`src/rtl/pc_gen_ras.sv`:
```
// rtl/pc_gen_ras.sv - Registered fetch next-PC generator with circular return-address stack.
// Optional performance counters are built when PCGEN_PERF_CNT_EN is defined.
module pc_gen_ras #(
    parameter int              PC_W       = 30,
    parameter logic [PC_W-1:0] RESET_PC   = '0,
    parameter int              RAS_DEPTH  = 8,
    parameter bit              IMM_SIGNED = 1'b1
) (
    input  logic            i_clk,
    input  logic            i_rst_n,
    input  logic            i_stall,
    input  logic            i_redirect_valid,
    input  logic [PC_W-1:0] i_redirect_pc,
    input  logic            i_valid_in,
    input  logic [3:0]      i_op,
    input  logic            i_zero,
    input  logic            i_zgez,
    input  logic            i_zgtz,
    input  logic [15:0]     i_imm,
    input  logic [25:0]     i_target,
    input  logic [PC_W-1:0] i_jr_addr,
    output logic [PC_W-1:0] o_pc,
    output logic [PC_W-1:0] o_next_pc,
    output logic            o_taken,
    output logic [PC_W-1:0] o_ras_top,
    output logic            o_ras_empty,
    output logic            o_ras_mispredict,
    output logic [31:0]     o_taken_cnt,
    output logic [31:0]     o_ras_miss_cnt
);

    localparam int AW = $clog2(RAS_DEPTH);
    localparam int CW = AW + 1;
    localparam logic [CW-1:0]   CNT_FULL = CW'(RAS_DEPTH);
    localparam logic [PC_W-1:0] PC_ONE   = {{(PC_W-1){1'b0}}, 1'b1};

    localparam logic [3:0] OP_J    = 4'd1;
    localparam logic [3:0] OP_JAL  = 4'd2;
    localparam logic [3:0] OP_JALR = 4'd3;
    localparam logic [3:0] OP_BEQ  = 4'd4;
    localparam logic [3:0] OP_BNE  = 4'd5;
    localparam logic [3:0] OP_BGEZ = 4'd6;
    localparam logic [3:0] OP_BLTZ = 4'd7;
    localparam logic [3:0] OP_BGTZ = 4'd8;
    localparam logic [3:0] OP_BLEZ = 4'd9;

    logic [PC_W-1:0] r_pc;
    logic [PC_W-1:0] r_ras [RAS_DEPTH];
    logic [AW-1:0]   r_wp;
    logic [CW-1:0]   r_cnt;
    logic            r_mispredict;

    logic [PC_W-1:0] w_pc_inc;
    logic [PC_W-1:0] w_imm_ext;
    logic [PC_W-1:0] w_bt;
    logic [PC_W-1:0] w_jt;
    logic [PC_W-1:0] w_next_pc;
    logic [PC_W-1:0] w_top_entry;
    logic [AW-1:0]   w_wp_dec;
    logic            w_br_cond;
    logic            w_is_branch;
    logic            w_qual;
    logic            w_push;
    logic            w_pop;
    logic            w_mis_next;
    logic            w_taken;

    // The decoded instruction sits at pc-1, so branch offsets are relative to it.
    assign w_pc_inc  = r_pc + PC_ONE;
    assign w_imm_ext = IMM_SIGNED ? {{(PC_W-16){i_imm[15]}}, i_imm}
                                  : {{(PC_W-16){1'b0}}, i_imm};
    assign w_bt      = r_pc - PC_ONE + w_imm_ext;
    assign w_jt      = {r_pc[PC_W-1:26], i_target};

    always_comb begin
        w_br_cond   = 1'b0;
        w_is_branch = 1'b1;
        case (i_op)
            OP_BEQ:  w_br_cond = i_zero;
            OP_BNE:  w_br_cond = ~i_zero;
            OP_BGEZ: w_br_cond = i_zgez;
            OP_BLTZ: w_br_cond = ~i_zgez;
            OP_BGTZ: w_br_cond = i_zgtz;
            OP_BLEZ: w_br_cond = ~i_zgtz;
            default: w_is_branch = 1'b0;
        endcase
    end

    always_comb begin
        w_next_pc = w_pc_inc;
        if (i_redirect_valid)
            w_next_pc = i_redirect_pc;
        else if (i_stall)
            w_next_pc = r_pc;
        else if (i_valid_in) begin
            if (i_op == OP_JALR)
                w_next_pc = i_jr_addr;
            else if (i_op == OP_JAL || i_op == OP_J)
                w_next_pc = w_jt;
            else if (w_is_branch && w_br_cond)
                w_next_pc = w_bt;
        end
    end

    assign w_taken = (w_next_pc != w_pc_inc) && (w_next_pc != r_pc);

    assign w_qual      = i_valid_in & ~i_stall & ~i_redirect_valid;
    assign w_push      = w_qual && (i_op == OP_JAL);
    assign w_pop       = w_qual && (i_op == OP_JALR);
    assign w_wp_dec    = r_wp - 1'b1;
    assign w_top_entry = r_ras[w_wp_dec];
    // An empty stack has no prediction to offer, so every JALR then counts as a miss.
    assign w_mis_next  = w_pop && ((r_cnt == '0) || (w_top_entry != i_jr_addr));

    always_ff @(posedge i_clk or negedge i_rst_n) begin
        if (!i_rst_n) begin
            r_pc         <= RESET_PC;
            r_wp         <= '0;
            r_cnt        <= '0;
            r_mispredict <= 1'b0;
        end else begin
            r_pc         <= w_next_pc;
            r_mispredict <= w_mis_next;
            if (w_push) begin
                r_wp <= r_wp + 1'b1;
                if (r_cnt != CNT_FULL)
                    r_cnt <= r_cnt + 1'b1;
            end else if (w_pop && r_cnt != '0) begin
                r_wp  <= w_wp_dec;
                r_cnt <= r_cnt - 1'b1;
            end
        end
    end

    // Stack storage needs no reset: entries are only visible while r_cnt covers them.
    always_ff @(posedge i_clk) begin
        if (w_push)
            r_ras[r_wp] <= r_pc;
    end

`ifdef PCGEN_PERF_CNT_EN
    logic [31:0] r_taken_cnt;
    logic [31:0] r_ras_miss_cnt;

    always_ff @(posedge i_clk or negedge i_rst_n) begin
        if (!i_rst_n) begin
            r_taken_cnt    <= '0;
            r_ras_miss_cnt <= '0;
        end else begin
            if (w_qual && w_taken)
                r_taken_cnt <= r_taken_cnt + 32'd1;
            if (w_mis_next)
                r_ras_miss_cnt <= r_ras_miss_cnt + 32'd1;
        end
    end

    assign o_taken_cnt    = r_taken_cnt;
    assign o_ras_miss_cnt = r_ras_miss_cnt;
`else
    assign o_taken_cnt    = 32'd0;
    assign o_ras_miss_cnt = 32'd0;
`endif

    assign o_pc             = r_pc;
    assign o_next_pc        = w_next_pc;
    assign o_taken          = w_taken;
    assign o_ras_top        = (r_cnt != '0) ? w_top_entry : '0;
    assign o_ras_empty      = (r_cnt == '0);
    assign o_ras_mispredict = r_mispredict;

endmodule

```
`config.mk`:
```
export PLATFORM = sky130hd
export DESIGN_NAME = pc_gen_ras
export DESIGN_NICKNAME = d
export VERILOG_FILES = /design/src/rtl/pc_gen_ras.sv
export SDC_FILE = /design/constraint.sdc
export NUM_CORES = 1
export LEC_CHECK = 0
export ABC_AREA = 1
export BUFFER_PORTS_ARGS = -buffer_cell sky130_fd_sc_hd__clkbuf_2
export CORE_MARGIN = 10
export CORE_UTILIZATION = 53
export CTS_CLUSTER_DIAMETER = 150
export DETAILED_ROUTE_END_ITERATION = 10
export PLACE_DENSITY = 0.81
export SYNTH_ARGS = -nofsm -noshare
export SYNTH_HDL_FRONTEND = slang
export SYNTH_SLANG_ARGS = --single-unit
```
`constraint.sdc`:
```
create_clock -name i_clk -period 3.85 [get_ports i_clk]
set_clock_uncertainty 0.15 [all_clocks]
set_input_delay 0.1925 -clock i_clk [delete_from_list [all_inputs] [get_ports i_clk]]
set_output_delay 0.1925 -clock i_clk [all_outputs]
set_load 0.005 [all_outputs]
```
---- Word level (Yosys, flattened, before mapping) ----
Memories as Yosys holds them, arrays and structs flattened.
Index checks and enable logic that the tools add are counted.
word-level totals
  flip-flop bits (word level) ............. 38
  latch bits .............................. 0
  memory bits (writable) .................. 240
  bits in read-only memories .............. 0
  bits of input ports ..................... 114
  output and inout port bits .............. 157
  memories ................................ 1
cells by class
  $add $sub $neg .......................... 7
  multiply operators ...................... 0
  div/mod/pow operators ................... 0
  magnitude comparators ................... 0
  equal/unequal tests ..................... 14
  shifts and indexed selects .............. 0
  mux-type cells .......................... 16
  bitwise logic cells ..................... 7
  reduce and logical (&&, ||, !) cells .... 13
memories
  memory  depth  bits a word  rd ports  clocked after memory_dff  wr ports  line  text
  r_ras   8      30           1         0                         1         48    logic [PC_W-1:0] r_ras [RAS_DEPTH];
operator list
  cell                                                                    count
  30-bit 2-to-1 mux                                                       7
  30-bit != test                                                          3
  30-bit by 1-bit adder with 30-bit output (second input constant)        1
  30-bit adder                                                            1
  30-bit by 1-bit subtractor with 30-bit output (second input constant)   1
  4-bit by 3-bit equality test with 1-bit output (second input constant)  4
  4-bit 2-to-1 mux                                                        3
  4-bit by 2-bit equality test with 1-bit output (second input constant)  2
  4-bit equality test (second input constant)                             2
  1-bit logical AND                                                       6
  3-bit 2-to-1 mux                                                        2
  1-bit one-hot mux with 6 select lines                                   1
  6-bit OR reduction                                                      1
  1-bit NOT                                                               5
  4-bit by 1-bit adder with 4-bit output (second input constant)          1
  4-bit by 1-bit equality test with 1-bit output (second input constant)  1
  4-bit zero test                                                         1
  4-bit != test (second input constant)                                   1
  4-bit nonzero test                                                      1
  4-bit by 1-bit subtractor with 4-bit output (second input constant)     1
  3-bit by 1-bit adder with 3-bit output (second input constant)          1
  1-bit 2-to-1 mux                                                        3
  3-bit by 1-bit subtractor with 3-bit output (second input constant)     1
  1-bit AND                                                               2
  4 further kinds                                                         5

---- Logic depth before layout (Yosys ltp) ----
  depth after elaboration ................. 12
  gate-level depth with buffers ........... 30
  gate-level depth less buffers ........... 30

---- Worst setup path before layout ----
OpenSTA, ideal clock, no wires.
  kind .................................... reg-to-reg
  start point ............................. register r_wp[0]
  end point ............................... memory r_ras[4][0] (enable)
  library setup time ...................... 0.455 ns
  data arrival time ....................... 3.368 ns
  path slack .............................. -0.122 ns
  stages on the path, launching flop included .. 7
  buffers on the path ..................... 3
  cell sequence ........................... dfrtp_1 > clkbuf_1 > inv_1 > clkbuf_1 > clkbuf_1 > nand2_1 > nor3_1
RTL lines
  what                    line  text
  from (decl)             49    logic [AW-1:0] r_wp;
  from (signal assigned)  125   r_wp <= r_wp + 1'b1;
  from (signal assigned)  129   r_wp <= w_wp_dec;
  to (decl)               48
Straight into the memory's write port.

---- Worst setup path in the final report ----
  start point ............................. register r_pc[1] (netlist: o_pc[1])
  end point ............................... output port o_taken
on the way
  longest elaborated chain between the ends .. 10
  elaborated cells between the ends (all ways) .. 12
  classes of those cells .................. 3 x add/sub; 2 x eq/ne; 6 x mux; 1 x reduce/logical
ends and longest elaborated chain
  what                                           line  text
  from (decl)                                    47    logic [PC_W-1:0] r_pc;
  from (signal assigned)                         122   r_pc <= w_next_pc;
  30-bit by 1-bit subtractor with 30-bit output  72    assign w_bt = r_pc - PC_ONE + w_imm_ext;
  30-bit adder                                   72
  30-bit 2-to-1 mux                              100   else if (w_is_branch && w_br_cond)
  30-bit 2-to-1 mux                              98    else if (i_op == OP_JAL || i_op == OP_J)
  30-bit 2-to-1 mux                              96    if (i_op == OP_JALR)
  30-bit 2-to-1 mux                              95    else if (i_valid_in) begin
  30-bit 2-to-1 mux                              93    else if (i_stall)
  30-bit 2-to-1 mux                              91    if (i_redirect_valid)
  30-bit != test                                 105   assign w_taken = (w_next_pc != w_pc_inc) && (w_next_pc != r_pc);
  1-bit logical AND (*)                          105
  to (decl)                                      24    output logic o_taken,
Every way passes the cells marked *; elsewhere a longest branch is shown, timed or not.

==> run metrics <==
status=finished with violations; failing checks=negative setup slack; CP startpoint kind=flip-flop; Worst R2R Path Depth=14; Slew Limit Fails=0; ys async rst share=0.137; routed len/inst=20.9 um; Iteration-0 DRC Markers=roughly 2200; Initial Util=0.536; post-route minimum period=4210 ps; port bufs=206; clock slew at reported path FFs=60 ps; MaxCap Viol Count=0; CTS Buffer Depth=3; Clock Latency Late Sink=570 ps; Final ANT Viol Nets=0; CTS HTree Levels=1; Syn Area/Cell=~7.6 um^2; final wirelength=66.8 mm; unrepaired setup endpoints after global routing=yes; setup_tns=-363 ps; Mapped Cells=2444; Max VDD drop=a little over 0.6 mV; placed cell area=20200 um^2; drt drc=0; final net count=2905; Finished Layout Cells=3204; hold path depth=5; full die area=42700 um^2; fin util=0.647; first-pass GRT wire length=99.2 mm; Netlist cell types=47; cell seen most often among critical-path stages=nand2_1; critical path class=flip-flop to output port; layout cell share with drive strength beyond 1=0.218; Max Freq=about 240 MHz; measured slew at the worst slew-check pin=786 ps; Yosys top cell by area=edfxtp_1; Post-synth EDFFs=240; most frequent cells in the layout=nand2_1 (621), inv_1 (315), nor2_1 (257); Worst slew margin=0.476; commonest non-fill, non-tap cell in the layout=nand2_1; crit path DAT=3870 ps; Leak Pwr=10.5 nW; Seq/Total Area, Yosys=0.442; crit-path max cell delay=390 ps; worst-path fanout max=4; WP data required=approximately 3500 ps; Post-DP HPWL=48.2 mm; row count=68; Overall Global Routing Usage=0.301; slowest stage cell, crit path=dfrtp_1; final worst slack=-363 ps; Die X=207 um; largest net degree at the start of global routing=around 120; Post-Place Setup Slack=around 7 ps; Final Wtd Congestion=1.02; Cell Pwr Density=583 nW/um^2; Final period util=1.09; initial antenna violation count=0; Ys Warns=0; clock root buffer master=clkbuf_16; Synth-to-Final Area Change=20.8%; vias in the first global route=roughly 18000; CTS tree=built; top cell type's share of synthesized area=0.390; synth top area cells=edfxtp_1 (39%), nand2_1 (14%), inv_1 (7.0%), nor2_1 (5.8%), dfrtp_1 (5.2%); setup violators final=1; Cell Area, Synth=18500 um^2; num ports=271; Placed Cells incl. Taps=3110; register bit total from synthesis=278; design area=22300 um^2; DR vias=around 18000; TritonRoute pass-1 iters=6; Remaining Overflow, GRT=0; ANT cells=0; core area=34500 um^2; vias per cell=about 5.7; Hold WC Path Type=primary input to flip-flop; prevailing post-synth register cell=edfxtp_1; Final Hold Viols=0; critical path endpoint category=output port; clk sink count=278; cts bufs inserted=28; Die Y=approximately 210 um
==> metrics by stage <==
step / hold WS, ps / total power [mW]
floorplan: -253 / 7.42
global placement: 158 / 9.70
detailed placement: 162 / 9.84
CTS: 4.92 / 12.8
global route: 62.3 / 13.7
finish: 17.0 / 13.0
==> synthesized netlist by cell type, types with 2 or more instances <==
| library cell | count |
|---|---|
| xor2_1 | 36 |
| o21ai_1 | 3 |
| nand3_1 | 149 |
| edfxtp_1 | 240 |
| buf_1 | 2 |
| buf_4 | 66 |
| and3_1 | 2 |
| nor3_2 | 4 |
| nor2_1 | 283 |
| nand2_1 | 684 |
| nor4_1 | 3 |
| fa_1 | 2 |
| o21ai_0 | 176 |
| a21oi_1 | 84 |
| clkbuf_1 | 69 |
| ha_1 | 62 |
| nor2_2 | 4 |
| buf_2 | 3 |
| o221ai_1 | 24 |
| nor3_1 | 18 |
| nand2_2 | 13 |
| o21bai_1 | 2 |
| or2_2 | 34 |
| xnor2_1 | 2 |
| nor2_4 | 2 |
| inv_1 | 342 |
| dfrtp_1 | 38 |
| clkbuf_8 | 5 |
| a21o_1 | 2 |
| o22ai_1 | 46 |
| nand3b_1 | 6 |
| inv_2 | 3 |
| nand4_1 | 21 |
==> cell families after synthesis <==
family          Yosys count  synth area share
flops                   278             0.442
simple gates           1225             0.275
other cells               1          0.000203
mux                       1          0.000610
compound gates          343             0.103
xor+xnor                 38            0.0180
buf+inv                 494             0.118
fa+ha+maj                64            0.0442
==> flip-flops by register name, indices dropped and copies added (netlist names) <==
name,cells
r_wp,3
r_cnt,4
o_ras_mispredict,1
r_ras,240
o_pc,30
==> area by class of cell <==
class / count / area (um^2)
fillers: 2897 / 12200
inverters: 346 / 1300
well taps: 455 / 569
multi-input cells: 1735 / 9200
flip-flops and latches: 278 / 8160
clock inverters: 10 / 75.1
repair buffers: 338 / 2170
clock buffers: 42 / 823
==> critical path, delay by kind of cell, from the launching register on <==
kind | cells | cell delay, ps
adder cells (fa/ha/maj) | 2 | 420
buffers and inverters | 7 | 680
AND/OR/NAND/NOR | 21 | 1820
flip-flops | 1 | 390
==> final timing paths <==
check	end	slack, ps	start
hold reg to reg	r_cnt[0]	420	r_cnt[0]
min in group asynchronous	o_pc[15]	170	i_rst_n
hold / removal	o_pc[25]	20	i_redirect_pc[25]
setup / recovery	o_taken	-360	o_pc[1]
setup reg to reg	o_ras_mispredict	250	r_wp[1]
max in group asynchronous	r_wp[0]	2910	i_rst_n
==> power by group <==
part / total (mW) / leakage (nW) / internal [mW] / switching [mW]
sequential: 3.48 / 2.58 / 3.39 / 0.0860
combinational: 6.87 / 7.44 / 2.32 / 4.55
clock: 2.66 / 0.437 / 1.48 / 1.18
==> metal layers <==
layer	up-vias	part of all wire	track usage
met5	-	0	0
met4	0	0.049	0.141
met3	183	0.096	0.0407
met2	1110	0.47	0.502
met1	8451	0.38	0.382
li1	8403	-	-
==> what timing repair did <==
action / in CTS / in global routing
endpoints found under the hold margin: 64 / 1
setup endpoints to repair: 7 / 9
pin swaps: 38 / 32
gates resized for setup: 144 / 50
hold buffers: 27 / 1
setup buffers: 10 / 4
gates cloned: 0 / 0
No activity file was read; power rests on OpenSTA's default activity.
